===== config.mk =====
export PLATFORM = sky130hd
export DESIGN_NAME = muldiv_unit
export DESIGN_NICKNAME = d
export VERILOG_FILES = /design/src/rtl/muldiv_pkg.sv /design/src/rtl/muldiv_negc.sv /design/src/rtl/muldiv_unit.sv
export SDC_FILE = /design/constraint.sdc
export NUM_CORES = 1
export LEC_CHECK = 0
export BUFFER_PORTS_ARGS = -buffer_cell sky130_fd_sc_hd__buf_2
export CAP_MARGIN = 10
export CORE_MARGIN = 10
export CORE_UTILIZATION = 25
export CTS_CLUSTER_DIAMETER = 30
export DETAILED_ROUTE_END_ITERATION = 10
export GPL_ROUTABILITY_DRIVEN = 0
export HOLD_SLACK_MARGIN = 0.05
export PLACE_DENSITY = 0.47
export SYNTH_ARGS = -nofsm -noshare
export SYNTH_HDL_FRONTEND = slang
export SYNTH_SLANG_ARGS = --single-unit

===== constraint.sdc =====
create_clock -name clk -period 8.1 [get_ports clk]
set_input_delay 1.62 -clock clk [delete_from_list [all_inputs] [get_ports clk]]
set_output_delay 1.62 -clock clk [all_outputs]
set_load 0.01 [all_outputs]

===== src/rtl/muldiv_pkg.sv =====
// Shared definitions for the multiply/divide unit.
// Holds the op encodings, the FSM state encodings and small op-decode helpers.
package muldiv_pkg;

    typedef enum logic [1:0] {
        OP_MULTU = 2'b00,
        OP_MULT  = 2'b01,
        OP_DIVU  = 2'b10,
        OP_DIV   = 2'b11
    } op_e;

    typedef enum logic [1:0] {
        ST_IDLE = 2'b00,
        ST_RUN  = 2'b01,
        ST_SIGN = 2'b10
    } state_e;

    // Signed ops work on operand magnitudes and fix the sign afterwards.
    function automatic logic op_is_signed(input op_e o);
        return (o == OP_MULT) || (o == OP_DIV);
    endfunction

    function automatic logic op_is_div(input op_e o);
        return (o == OP_DIVU) || (o == OP_DIV);
    endfunction

endpackage


===== src/rtl/muldiv_negc.sv =====
// Conditional two's-complement negate.
// Ports: neg - negate when high; x - input value; y_c - x or -x (combinational).
module muldiv_negc #(
    parameter int unsigned WIDTH = 32
) (
    input  logic             neg,
    input  logic [WIDTH-1:0] x,
    output logic [WIDTH-1:0] y_c
);

    assign y_c = neg ? (~x + WIDTH'(1)) : x;

endmodule


===== src/rtl/muldiv_unit.sv =====
// Iterative multiply/divide unit with HI/LO result registers.
// Radix-2 shift-add multiply and restoring divide on magnitudes, one bit per
// cycle for WIDTH cycles, then one sign-fix cycle before results land.
// Divide support is built only when MULDIV_DIV_EN is defined; otherwise a
// divide request just pulses done and leaves HI/LO untouched.
// Ports:
//   clk, reset       - clock, asynchronous active-high reset
//   start, op, a, b  - request, opcode (MULTU/MULT/DIVU/DIV), operands
//   hi_we, lo_we, wd - direct HI/LO writes, honoured only when idle
//   busy, done       - operation in flight / one-cycle completion pulse
//   hi, lo           - result registers
//   divzero          - last divide had a zero divisor
module muldiv_unit
    import muldiv_pkg::*;
#(
    parameter int unsigned WIDTH = 32
) (
    input  logic             clk,
    input  logic             reset,
    input  logic             start,
    input  logic [1:0]       op,
    input  logic [WIDTH-1:0] a,
    input  logic [WIDTH-1:0] b,
    input  logic             hi_we,
    input  logic             lo_we,
    input  logic [WIDTH-1:0] wd,
    output logic             busy,
    output logic             done,
    output logic [WIDTH-1:0] hi,
    output logic [WIDTH-1:0] lo,
    output logic             divzero
);

    localparam int unsigned CNT_W = $clog2(WIDTH);

    state_e             state_q, state_d;
    logic [CNT_W-1:0]   cnt_q, cnt_d;
    logic [WIDTH-1:0]   p_hi_q, p_hi_d;     // product high half / partial remainder
    logic [WIDTH-1:0]   p_lo_q, p_lo_d;     // multiplier shift-out / quotient shift-in
    logic [WIDTH-1:0]   mag_b_q, mag_b_d;
    logic               sgn_a_q, sgn_a_d;
    logic               sgn_b_q, sgn_b_d;
    logic [WIDTH-1:0]   hi_q, hi_d;
    logic [WIDTH-1:0]   lo_q, lo_d;
    logic               busy_q, busy_d;
    logic               done_q, done_d;
    logic               divzero_q, divzero_d;

    logic               neg_a_c, neg_b_c, accept_c;
    logic [WIDTH-1:0]   mag_a_c, mag_b_c;
    logic [WIDTH:0]     mul_sum_c;
    logic [2*WIDTH-1:0] mul_next_c, prod_fix_c;

    // Operand magnitudes; sign flags are already gated by the signed-op decode.
    assign neg_a_c = op_is_signed(op_e'(op)) && a[WIDTH-1];
    assign neg_b_c = op_is_signed(op_e'(op)) && b[WIDTH-1];

    muldiv_negc #(.WIDTH(WIDTH)) u_neg_a (.neg(neg_a_c), .x(a), .y_c(mag_a_c));
    muldiv_negc #(.WIDTH(WIDTH)) u_neg_b (.neg(neg_b_c), .x(b), .y_c(mag_b_c));

    // Shift-add step: add multiplicand when the outgoing multiplier bit is set.
    assign mul_sum_c  = {1'b0, p_hi_q} + (p_lo_q[0] ? {1'b0, mag_b_q} : '0);
    assign mul_next_c = {mul_sum_c, p_lo_q[WIDTH-1:1]};

    muldiv_negc #(.WIDTH(2*WIDTH)) u_neg_p (
        .neg (sgn_a_q ^ sgn_b_q),
        .x   ({p_hi_q, p_lo_q}),
        .y_c (prod_fix_c)
    );

`ifdef MULDIV_DIV_EN
    logic               is_div_q, is_div_d;
    logic               bzero_q, bzero_d;
    logic [WIDTH-1:0]   a_q, a_d;
    logic [WIDTH:0]     div_shift_c, div_diff_c;
    logic [2*WIDTH-1:0] div_next_c;
    logic [WIDTH-1:0]   quo_fix_c, rem_fix_c;

    assign accept_c = (state_q == ST_IDLE) && start;

    // Restoring step: keep the trial difference unless it borrowed.
    assign div_shift_c = {p_hi_q, p_lo_q[WIDTH-1]};
    assign div_diff_c  = div_shift_c - {1'b0, mag_b_q};
    assign div_next_c  = div_diff_c[WIDTH]
                       ? {div_shift_c[WIDTH-1:0], p_lo_q[WIDTH-2:0], 1'b0}
                       : {div_diff_c[WIDTH-1:0],  p_lo_q[WIDTH-2:0], 1'b1};

    // Quotient takes the XOR of signs, remainder follows the dividend.
    muldiv_negc #(.WIDTH(WIDTH)) u_neg_q (.neg(sgn_a_q ^ sgn_b_q), .x(p_lo_q), .y_c(quo_fix_c));
    muldiv_negc #(.WIDTH(WIDTH)) u_neg_r (.neg(sgn_a_q),           .x(p_hi_q), .y_c(rem_fix_c));
`else
    assign accept_c = (state_q == ST_IDLE) && start && !op_is_div(op_e'(op));
`endif

    // Next-state and datapath control.
    always_comb begin
        state_d   = state_q;
        cnt_d     = cnt_q;
        p_hi_d    = p_hi_q;
        p_lo_d    = p_lo_q;
        mag_b_d   = mag_b_q;
        sgn_a_d   = sgn_a_q;
        sgn_b_d   = sgn_b_q;
        hi_d      = hi_q;
        lo_d      = lo_q;
        done_d    = 1'b0;
        divzero_d = divzero_q;
`ifdef MULDIV_DIV_EN
        is_div_d  = is_div_q;
        bzero_d   = bzero_q;
        a_d       = a_q;
`endif

        case (state_q)
            ST_IDLE: begin
                if (hi_we) hi_d = wd;
                if (lo_we) lo_d = wd;
`ifndef MULDIV_DIV_EN
                // Divide requested without a divider: acknowledge only.
                if (start && op_is_div(op_e'(op))) done_d = 1'b1;
`endif
                if (accept_c) begin
                    state_d   = ST_RUN;
                    cnt_d     = '0;
                    p_hi_d    = '0;
                    p_lo_d    = mag_a_c;
                    mag_b_d   = mag_b_c;
                    sgn_a_d   = neg_a_c;
                    sgn_b_d   = neg_b_c;
                    divzero_d = 1'b0;
`ifdef MULDIV_DIV_EN
                    is_div_d  = op_is_div(op_e'(op));
                    bzero_d   = (b == '0);
                    a_d       = a;
`endif
                end
            end

            ST_RUN: begin
`ifdef MULDIV_DIV_EN
                if (is_div_q) {p_hi_d, p_lo_d} = div_next_c;
                else          {p_hi_d, p_lo_d} = mul_next_c;
`else
                {p_hi_d, p_lo_d} = mul_next_c;
`endif
                if (cnt_q == CNT_W'(WIDTH-1)) begin
                    state_d = ST_SIGN;
                    cnt_d   = '0;
                end else begin
                    cnt_d   = cnt_q + CNT_W'(1);
                end
            end

            ST_SIGN: begin
                state_d = ST_IDLE;
                done_d  = 1'b1;
`ifdef MULDIV_DIV_EN
                if (!is_div_q) begin
                    {hi_d, lo_d} = prod_fix_c;
                end else if (bzero_q) begin
                    lo_d      = '1;
                    hi_d      = a_q;
                    divzero_d = 1'b1;
                end else begin
                    lo_d = quo_fix_c;
                    hi_d = rem_fix_c;
                end
`else
                {hi_d, lo_d} = prod_fix_c;
`endif
            end

            default: state_d = ST_IDLE;
        endcase

        busy_d = (state_d != ST_IDLE);
    end

    // State and datapath registers.
    always_ff @(posedge clk or posedge reset) begin
        if (reset) begin
            state_q   <= ST_IDLE;
            cnt_q     <= '0;
            p_hi_q    <= '0;
            p_lo_q    <= '0;
            mag_b_q   <= '0;
            sgn_a_q   <= 1'b0;
            sgn_b_q   <= 1'b0;
            hi_q      <= '0;
            lo_q      <= '0;
            busy_q    <= 1'b0;
            done_q    <= 1'b0;
            divzero_q <= 1'b0;
        end else begin
            state_q   <= state_d;
            cnt_q     <= cnt_d;
            p_hi_q    <= p_hi_d;
            p_lo_q    <= p_lo_d;
            mag_b_q   <= mag_b_d;
            sgn_a_q   <= sgn_a_d;
            sgn_b_q   <= sgn_b_d;
            hi_q      <= hi_d;
            lo_q      <= lo_d;
            busy_q    <= busy_d;
            done_q    <= done_d;
            divzero_q <= divzero_d;
        end
    end

`ifdef MULDIV_DIV_EN
    // Divide-only operand state.
    always_ff @(posedge clk or posedge reset) begin
        if (reset) begin
            is_div_q <= 1'b0;
            bzero_q  <= 1'b0;
            a_q      <= '0;
        end else begin
            is_div_q <= is_div_d;
            bzero_q  <= bzero_d;
            a_q      <= a_d;
        end
    end
`endif

    assign busy    = busy_q;
    assign done    = done_q;
    assign hi      = hi_q;
    assign lo      = lo_q;
    assign divzero = divzero_q;

endmodule


# Word level (Yosys, flattened, before mapping)

Index checks and enable logic that the tools add are counted.

Input bits: 103
Word-level logic and storage cells: 65
Register bits: 171
Output and inout bits: 67

Multiplexer cells: 20
Bitwise operators: 4
Add/subtract/negate cells: 5
Equal/unequal tests: 9
Reduce and logical (&&, ||, !) cells: 16

Operators with widths:

| cell                                          | count |
|---|---|
| case mux 32 bit (2 select lines)              | 4 |
| two-way mux 32 bit                            | 7 |
| adder 32 x 1 -> 32 bit, second input constant | 2 |
| adder 64 x 1 -> 64 bit, second input constant | 1 |
| two-way mux 64 bit                            | 1 |
| inverter 32 bit                               | 2 |
| inverter 64 bit                               | 1 |
| adder 32 x 32 -> 33 bit                       | 1 |
| two-way mux 5 bit                             | 2 |
| case mux 5 bit (2 select lines)               | 1 |
| AND reduction 2 bit                           | 4 |
| == test 2 bit, second input constant          | 3 |
| inequality test 2 bit, second input constant  | 3 |
| nonzero test 2 bit                            | 3 |
| adder 5 x 1 -> 5 bit, second input constant   | 1 |
| == test 5 bit, second input constant          | 1 |
| logical AND 1 bit                             | 5 |
| == test 2 x 1 -> 1 bit, second input constant | 2 |
| two-way mux 2 bit                             | 2 |
| case mux 2 bit (2 select lines)               | 1 |
| logical NOT 2 bit                             | 1 |
| logical OR 1 bit                              | 2 |
| case mux 1 bit (2 select lines)               | 1 |
| logical NOT 1 bit                             | 1 |
| other kinds (2)                               | 2 |

# Depth between registers and ports, before layout

Gate-level depths: netlist of the first run.

Word-level depth: 7
Mapped depth: 14

# Hierarchy

A second synthesis of the first run with hierarchy kept.

Cells, all modules: 1452
Area total of the unflattened synthesis: 12214.2 µm²

By module, submodules not included:

| module                    | times used | area an instance (µm²) | cells each | seq. area each (µm²) |
|---|---|---|---|---|
| muldiv_unit               | 1          | 9011.1                 | 1048       | 4279.1 |
| muldiv_negc (u_neg_p)     | 1          | 1649.1                 | 206        | 0.0 |
| muldiv_negc (u_neg_a ...) | 2          | 777.0                  | 99         | 0.0 |

# Worst setup path before layout of the first run

OpenSTA, ideal clock, no wires.

Path kind: input -> register
Start point: in a[14]
End point: reg p_lo_q[26]
Library setup time: 0.138 ns
Path buffers: 0
Stages on the path: 8
Required time: 7.962 ns
Arrival: 3.626 ns
Setup slack: 4.336 ns
Cells stage by stage: or4_4 or3_1 nor3_1 nand2_1 or3_1 nor3b_1 mux2i_1 o21ai_0

Word-level cells in the longest chain between the ends: 5

RTL lines:

| what                             | RTL line           | source |
|---|---|---|
| start: declaration               | muldiv_unit.sv:22  | `input logic [WIDTH-1:0] a,` |
| inverter 32 bit                  | muldiv_negc.sv:11  | `assign y_c = neg ? (~x + WIDTH'(1)) : x;` |
| adder 32 x 1 -> 32 bit           | muldiv_negc.sv:11  |  |
| two-way mux 32 bit               | muldiv_negc.sv:11  |  |
| two-way mux 32 bit               | muldiv_unit.sv:122 | `if (accept_c) begin` |
| case mux 32 bit (2 select lines) | muldiv_unit.sv:114 | `case (state_q)` |
| end signal: assignment           | muldiv_unit.sv:198 | `p_lo_q <= p_lo_d;` |
| end: declaration                 | muldiv_unit.sv:39  | `logic [WIDTH-1:0] p_lo_q, p_lo_d;` |

No other way between the ends. The select of a mux whose other input is x is not followed.
A chain may end at the register's enable or synchronous reset.

# Worst setup path in the final report of the first run

Start point: reg p_lo_q[0]
End point: reg p_hi_q[27]

Word-level cells in the longest chain between the ends: 3

RTL lines:

| what                             | RTL line           | source |
|---|---|---|
| two-way mux 32 bit               | muldiv_unit.sv:62  | `assign mul_sum_c = {1'b0, p_hi_q} + (p_lo_q[0] ? {1'b0, mag_b_q} : '0);` |
| adder 32 x 32 -> 33 bit          | muldiv_unit.sv:62  |  |
| case mux 32 bit (2 select lines) | muldiv_unit.sv:114 |  |
| end signal: assignment           | muldiv_unit.sv:197 | `p_hi_q <= p_hi_d;` |
| end: declaration                 | muldiv_unit.sv:38  | `logic [WIDTH-1:0] p_hi_q, p_hi_d;` |

No other way between the ends.

==> results of run 1 <==
-- stage by stage --
stage	std cells	util [%]	total power, uW	hold slack [ns]	instance area, um2
2_1_floorplan	1372	-	3110	0.438	11500
3_3_place_gp	2076	28.4	3900	0.453	12900
3_5_place_dp	2076	28.4	3930	0.463	12900
4_1_cts	2108	29.6	4780	0.481	13500
5_1_grt	2108	29.6	5140	0.509	13500
6_report	2108	29.6	4760	0.477	13500
-- final cells by class --
type	instances	area, um2	area share [%]
inverter	25	98.8	0.734
timing repair buffer	180	931	6.91
sequential	171	4280	31.8
clock buffer	17	425	3.16
multi-input combinational	1100	6840	50.8
tap	600	751	5.57
clock inverter	15	146	1.09
-- cells by family after synthesis --
logic type               synth area share [%]
AO/OA/AOI/OAI                            24.2
AND/OR/NAND/NOR                          20.1
flip-flops                               37.2
XOR/XNOR                                 9.29
buffers and inverters                    3.66
adder cells (fa/ha/maj)                  4.20
multiplexers                             1.32
other                                  0.0326
-- flip-flops by register name, indices dropped and copies added (netlist names) --
name,count
hi,32
lo,32
sgn_a_q,1
state_q,2
mag_b_q,32
busy,1
done,1
sgn_b_q,1
cnt_q,5
p_hi_q,32
p_lo_q,32
-- cell usage after synthesis, drive strengths merged (9+ instances only) --
library cell / instances
nand3: 17
and3: 16
nand2: 154
a211oi: 10
nor3: 41
a22oi: 30
inv: 25
nor4: 21
dfrtp: 171
nor2: 97
a21o: 14
mux2i: 14
nand2b: 10
o31ai: 21
a31oi: 13
o211ai: 9
nand4: 11
or3: 16
a21oi: 126
xor2: 45
a22o: 11
clkbuf: 68
o21ai: 177
and2: 40
xnor2: 77
ha: 37
o22ai: 11
-- critical path, stage by stage (launching register included) --
cell and delay (ns):
dfrtp_1 0.99, and2_1 0.25, ha_1 0.18, inv_1 0.06
fa_1 0.40, nor2b_1 0.16, o2111ai_1 0.18, a21oi_1 0.17
o21ai_0 0.18, a211oi_1 0.42, nor3_1 0.13, or2_2 0.32
a221o_1 0.29
-- where the power goes --
group / internal (uW) / switching [uW]
clock: 410 / 430
combinational: 919 / 1260
sequential: 1220 / 516
total: 2550 / 2210
-- cell usage in the layout (no fill, tap or decap), types with 4 or more instances in the layout --
master and count:
a211o_1 4, a211oi_1 9, a21o_1 14, a21oi_1 126
a222oi_1 8, a22o_1 11, a22oi_1 30, a31oi_1 13
and2_1 39, and3_1 15, buf_2 168, buf_4 12
clkbuf_16 17, dfrtp_1 171, ha_1 37, inv_1 24
inv_6 7, inv_8 4, mux2i_1 14, nand2_1 152
nand2b_1 10, nand3_1 17, nand4_1 10, nor2_1 96
nor2b_1 7, nor3_1 38, nor3b_1 5, nor4_1 17
o211ai_1 9, o21a_1 4, o21ai_0 175, o22ai_1 11
o31ai_1 21, o41ai_1 6, or2_2 6, or3_1 15
xnor2_1 76, xor2_1 45
-- metal layers --
metal	wire [um]	up-vias
met1	21500	5037
li1	-	5219
met3	2160	26
met4	621	0
met5	0	-
met2	17600	276
-- worst max path at each step --
stage | cells after the start | end
floorplan | 1 | busy
global placement | 7 | p_lo_q[26]
detailed placement | 11 | mag_b_q[24]
CTS | 12 | p_hi_q[27]
global route | 12 | p_hi_q[27]
finish | 12 | p_hi_q[27]
==> metrics.md, run 1 <==
| Metric | Value |
|---|---|
| Status | finished clean |
| Drt drc | 0 |
| Setup Skew | 0.0132 ns |
| Period utilization | 47.4% |
| Row count | 78 |
| GRT met1 Usage | 22.0% |
| Met3 Use GR | 2.91% |
| ANT nets after route | 0 |
| Ys flop type | dfrtp_1 |
| Arr. time, crit path | 4.19 ns |
| Post-CTS Hold Buffers | 0 |
| RR Startpoint | p_lo_q[0] |
| Initial core utilization | 25.3% |
| DR WL/cell | 19.8 um |
| Final Hold Viols | 0 |
| Worst-path clk slew | 0.08 ns |
| Seq/Total Area, Yosys | 37.2% |
| Post-cts gate resize count | 0 |
| Met2 GRT Util | 21.9% |
| WHS Path Cells | 2 |
| Crit. Startpoint | p_lo_q[0] |
| Setup CP Type | reg -> reg |
| Die Width | 235 um |
| Top cells by area, synth | dfrtp_1, o21ai_0, xnor2_1 |
| Max_cap viols | 0 |
| Req. time, crit path | 8.45 ns |
| Ys async rst share | 100% |
| TNS Setup | 0 ns |
| Register-to-register setup slack | 4.26 ns |
| Global-route layer with the greatest usage | met1 |
| Number of synthesized register bits | 171 |
| Gate Count Post-Synth | 1372 |
| Worst Setup End Kind | flip-flop |
| Max Root-Sink Buffers | 2 |
| Largest area contributor in the netlist | dfrtp_1 |
| Antenna Cells | 0 |
| CP max FO | 36 |
| RSZ-0062 raised after global routing | no |
| Share of layout cells above drive strength 1 | 16.1% |
| Maximum vdd drop | 0.194 mV |
| CP Launch Type | flip-flop |
| Die ar. | 55000 um2 |
| HPWL after DPL | 32500 um |
| Syn Nets | 1513 |
| Worst Hold End | mag_b_q[13] |
| IO Pins | 170 |
| Vias/cell | 5.01 |
| CTS root buffer | clkbuf_16 |
| Min Tclk post-route | 3.84 ns |
| Routed wire length | 41800 um |
| Worst slew margin | 24.5% |
| Clock sink count | 171 |
| Post-synth EDFFs | 0 |
| Fillers | 4918 |
| Hold Crit Class | reg -> reg |
| Initial antenna violation count | 0 |
| Final setup vio count | 0 |
| Drt first-iter violations | 747 |
| Fin. max-slew vios | 0 |
| Global Route Usage Sum | 15.0% |
| Worst r2r dst | p_hi_q[27] |
| Worst slew pin tran | 1.13 ns |
| Maximum clock rate | 0.261 GHz |
| Number of distinct library cells after synthesis | 73 |
| Die Height | 235 um |
| Global route overflow | 0 |
| Area of the core | 45500 um2 |
| Total CTS buffers | 17 |
| Syn Area/Cell | 8.39 um2 |
| Hold path start | mag_b_q[13] |
| Yosys warnings | 0 |
| Fin nets | 1636 |
| Synthesized cell area | 11500 um2 |
| Post-CTS setup buffer count | 0 |
| Top-area cell type share of the netlist area | 37.2% |
| Fin worst setup slack | 4.26 ns |
| Clk Latency, worst-skew pair | 0.47 ns |
| Leakage | 0.00572 uW |
| Area grow syn2layout | 17.1% |
| PwrDens | 354 nW/um2 |
| Pre-CTS setup slack | 4.01 ns |
| IO Port Bufs | 168 |
| Global-route wire length before repair | 62900 um |
| Vias in the first global route | 10100 |
| Largest net degree at the start of global routing | 97 |
| Reg2reg path depth | 12 |
| CTS tree | yes |
| CTS HTree Levels | 4 |
| First drt pass iteration count | 5 |
| Vias | 10600 |
(Power assumes the default switching activity.)
==> inputs of run 2 (changes only) <==
- ABC_AREA: default -> 1
- PLACE_DENSITY: 0.47 -> 0.48
- clock period: 8.1 -> 3.3 ns (I/O delays scaled with it)
==> metrics.md, run 2 <==
| Metric | Value |
|---|---|
| Status | finished clean |
| Final setup vio count | 0 (unchanged) |
| Clk Latency, worst-skew pair | 0.48 ns (about the same) |
| CP Launch Type | flip-flop |
| Row count | 85 (+9.0%) |
| RR Startpoint | p_lo_q[0] |
| Setup Skew | 0.0205 ns (+0.00728 ns) |
| Global route overflow | 0 (unchanged) |
| Max Root-Sink Buffers | 2 (unchanged) |
| RSZ-0062 raised after global routing | no |
| Wl on met1 | 24900 um (+16%) |
| Maximum clock rate | 0.398 GHz (+53%) |
| CTS tree | yes |
| Antenna Cells | 0 (unchanged) |
| Pre-CTS setup slack | 0.793 ns (-3.22 ns) |
| Die Height | 253 um (+7.9%) |
| HPWL after DPL | 42900 um (+32%) |
| IO Port Bufs | 168 (unchanged) |
| Ys async rst share | 100% (unchanged) |
| Top-area cell type share of the netlist area | 31.5% (-5.7 points) |
| Syn Area/Cell | 6.32 um2 (-25%) |
| Final total power | 13700 uW (+190%) |
| Post-CTS setup buffer count | 0 (unchanged) |
| Highest metal used | met5 |
| Worst Setup End Kind | flip-flop |
| Post-CTS Hold Buffers | 0 (unchanged) |
| Arr. time, crit path | 2.87 ns (-1.32 ns) |
| Seq/Total Area, Yosys | 31.5% (-5.7 points) |
| Die Width | 253 um (+7.9%) |
| Post-synth EDFFs | 0 (unchanged) |
| Final Cell Area | 15800 um2 (+17%) |
| FF+latch area | 4280 um2 (unchanged) |
| Fin. max-slew vios | 0 (unchanged) |
| Max_cap viols | 0 (unchanged) |
| IO Pins | 170 (unchanged) |
| Met3 WL | 3150 um (+46%) |
| Die ar. | 64000 um2 (+16%) |
| Fillers | 6051 (+23%) |
| Worst slew pin tran | 0.783 ns (-0.345 ns) |
| Vias/cell | 4.82 (-3.8%) |
| Top cells by area, synth | dfrtp_1, nand2_1, nand3_1 |
| Initial antenna violation count | 2 (+2) |
| Post-cts gate resize count | 0 (unchanged) |
| Hold slack final | 0.320 ns (-0.157 ns) |
| Worst slew margin | 47.7% (+23 points) |
| Worst-path clk slew | 0.07 ns (about the same) |
| Min Tclk post-route | 2.51 ns (-1.33 ns) |
| Largest net degree at the start of global routing | 70 (-28%) |
| Yosys warnings | 0 (unchanged) |
| Area of the core | 53800 um2 (+18%) |
| CP max FO | 31 (-14%) |
| First drt pass iteration count | 5 (unchanged) |
| Reg2reg path depth | 15 (+3) |
| Routed wire length | 52900 um (+27%) |
| Post-Place Cell Area | 15200 um2 (+18%) |
| Largest area contributor in the netlist | dfrtp_1 |
| ANT nets after route | 0 (unchanged) |
| Gate Count Post-Synth | 2147 (+56%) |
| Total CTS buffers | 17 (unchanged) |
| Drt drc | 0 (unchanged) |
| Setup CP Type | reg -> reg |
| Share of layout cells above drive strength 1 | 13.0% (-3.1 points) |
| Ys flop type | dfrtp_1 |
| Vias | 14500 (+37%) |
| PwrDens | 871 nW/um2 (+150%) |
| Vias in the first global route | 14100 (+40%) |
| Synthesized cell area | 13600 um2 (+18%) |
| CTS root buffer | clkbuf_16 |
| Number of synthesized register bits | 171 (unchanged) |
| Worst r2r dst | p_hi_q[29] |
| Final Hold Viols | 0 (unchanged) |
| Leakage | 0.00774 uW (+35%) |
| Met2 wire length | 23600 um (+34%) |
| Most frequent cells in the layout | nand2_1, nor2_1, inv_1 |
| Register-to-register setup slack | 0.79 ns (-3.47 ns) |
| Global-route wire length before repair | 82500 um (+31%) |
| Syn Nets | 2288 (+51%) |
| Post-synth top cells | nand2_1, nor2_1, inv_1 |
| Fin nets | 2432 (+49%) |
| Number of distinct library cells after synthesis | 55 (-25%) |
| Maximum vdd drop | 0.459 mV (+140%) |
| Hold Crit Class | in -> async |
| Req. time, crit path | 3.66 ns (-4.79 ns) |
| Area grow syn2layout | 16.2% |
| Initial core utilization | 25.2% (-0.073 points) |
| Period utilization | 76.1% (+29 points) |
| DR WL/cell | 17.6 um (-11%) |
| CTS HTree Levels | 4 (unchanged) |
| Fin worst setup slack | 0.790 ns (-3.47 ns) |
| Global Route Usage Sum | 16.5% (+1.5 points) |
| TNS Setup | 0 ns (unchanged) |
| Most common cell in the netlist | nand2_1 |
| Multi-input logic area | 7950 um2 (+16%) |
| Clock sink count | 171 (unchanged) |
| Drt first-iter violations | 1049 (+40%) |
| Most common cell after layout, fill and taps aside | nand2_1 |
## run 2: cell count changes after synthesis, sizes merged, moves of 61 or more
cell | previous run | this run
inv | 25 | 270
nand2 | 154 | 624
nor2 | 97 | 316
nand3 | 17 | 234
o21ai | 177 | 116
xnor2 | 77 | 1
## run 2: routing by layer
metal	up-vias	global-route usage (%)
li1	7216	-
met2	383	26.0
met3	65	3.14
met5	-	0
met4	4	4.99
met1	6787	22.5
## run 2: per-stage QoR
stage                     instances  util [%]
after floorplan                2147         -
after global placement         2968      28.2
after detailed placement       2968      28.2
after CTS                      3000      29.3
after global routing           3000      29.3
final                          3000      29.3
## run 2: cells by family after synthesis
kind of cell | synth area share, %
adders and majority gates | 3.56
AOI/OAI and AO/OA | 14.5
DFF | 31.5
xor gates and xnor gates | 2.06
and+or+nand+nor | 38.2
buffers and inverters | 10.1
other | 0.0276
muxes | 0.0737
## run 2: worst max path at each step
stage,cells after the start,from,end
6_report,15,p_lo_q[0],p_hi_q[29]
5_1_grt,15,p_lo_q[0],p_hi_q[29]
4_1_cts,15,p_lo_q[0],p_hi_q[29]
3_5_place_dp,15,p_lo_q[0],p_hi_q[29]
3_3_place_gp,15,p_lo_q[0],p_hi_q[29]
2_1_floorplan,1,reset,busy
## run 2: cell type report
cell class / count / share of cell area (%)
tap: 696 / 5.52
clock inverter: 13 / 0.825
timing repair buffer: 192 / 6.71
inverter: 272 / 6.54
sequential: 171 / 27.1
multi-input combinational: 1637 / 50.4
clock buffer: 19 / 2.87
## run 2: critical path, cell delays in order, from the launching register on
cell and delay (ns):
dfrtp_1 0.42, buf_4 0.34, nand2_1 0.16, fa_1 0.45
inv_1 0.09, nand3_1 0.06, nand3_1 0.17, nand2_1 0.07
nand2_1 0.12, nand2_1 0.07, nand2_1 0.14, nand2_1 0.09
nand2_1 0.07, nand2_1 0.04, nand3_1 0.06, nand2_1 0.05
## run 2: report_power, final
| group | internal [uW] | switching (uW) | total, uW | leakage, uW |
|---|---|---|---|---|
| Clock | 1100 | 1010 | 2110 | 0.000285 |
| Sequential | 3090 | 1170 | 4260 | 0.00201 |
| Combinational | 2510 | 4860 | 7370 | 0.00545 |
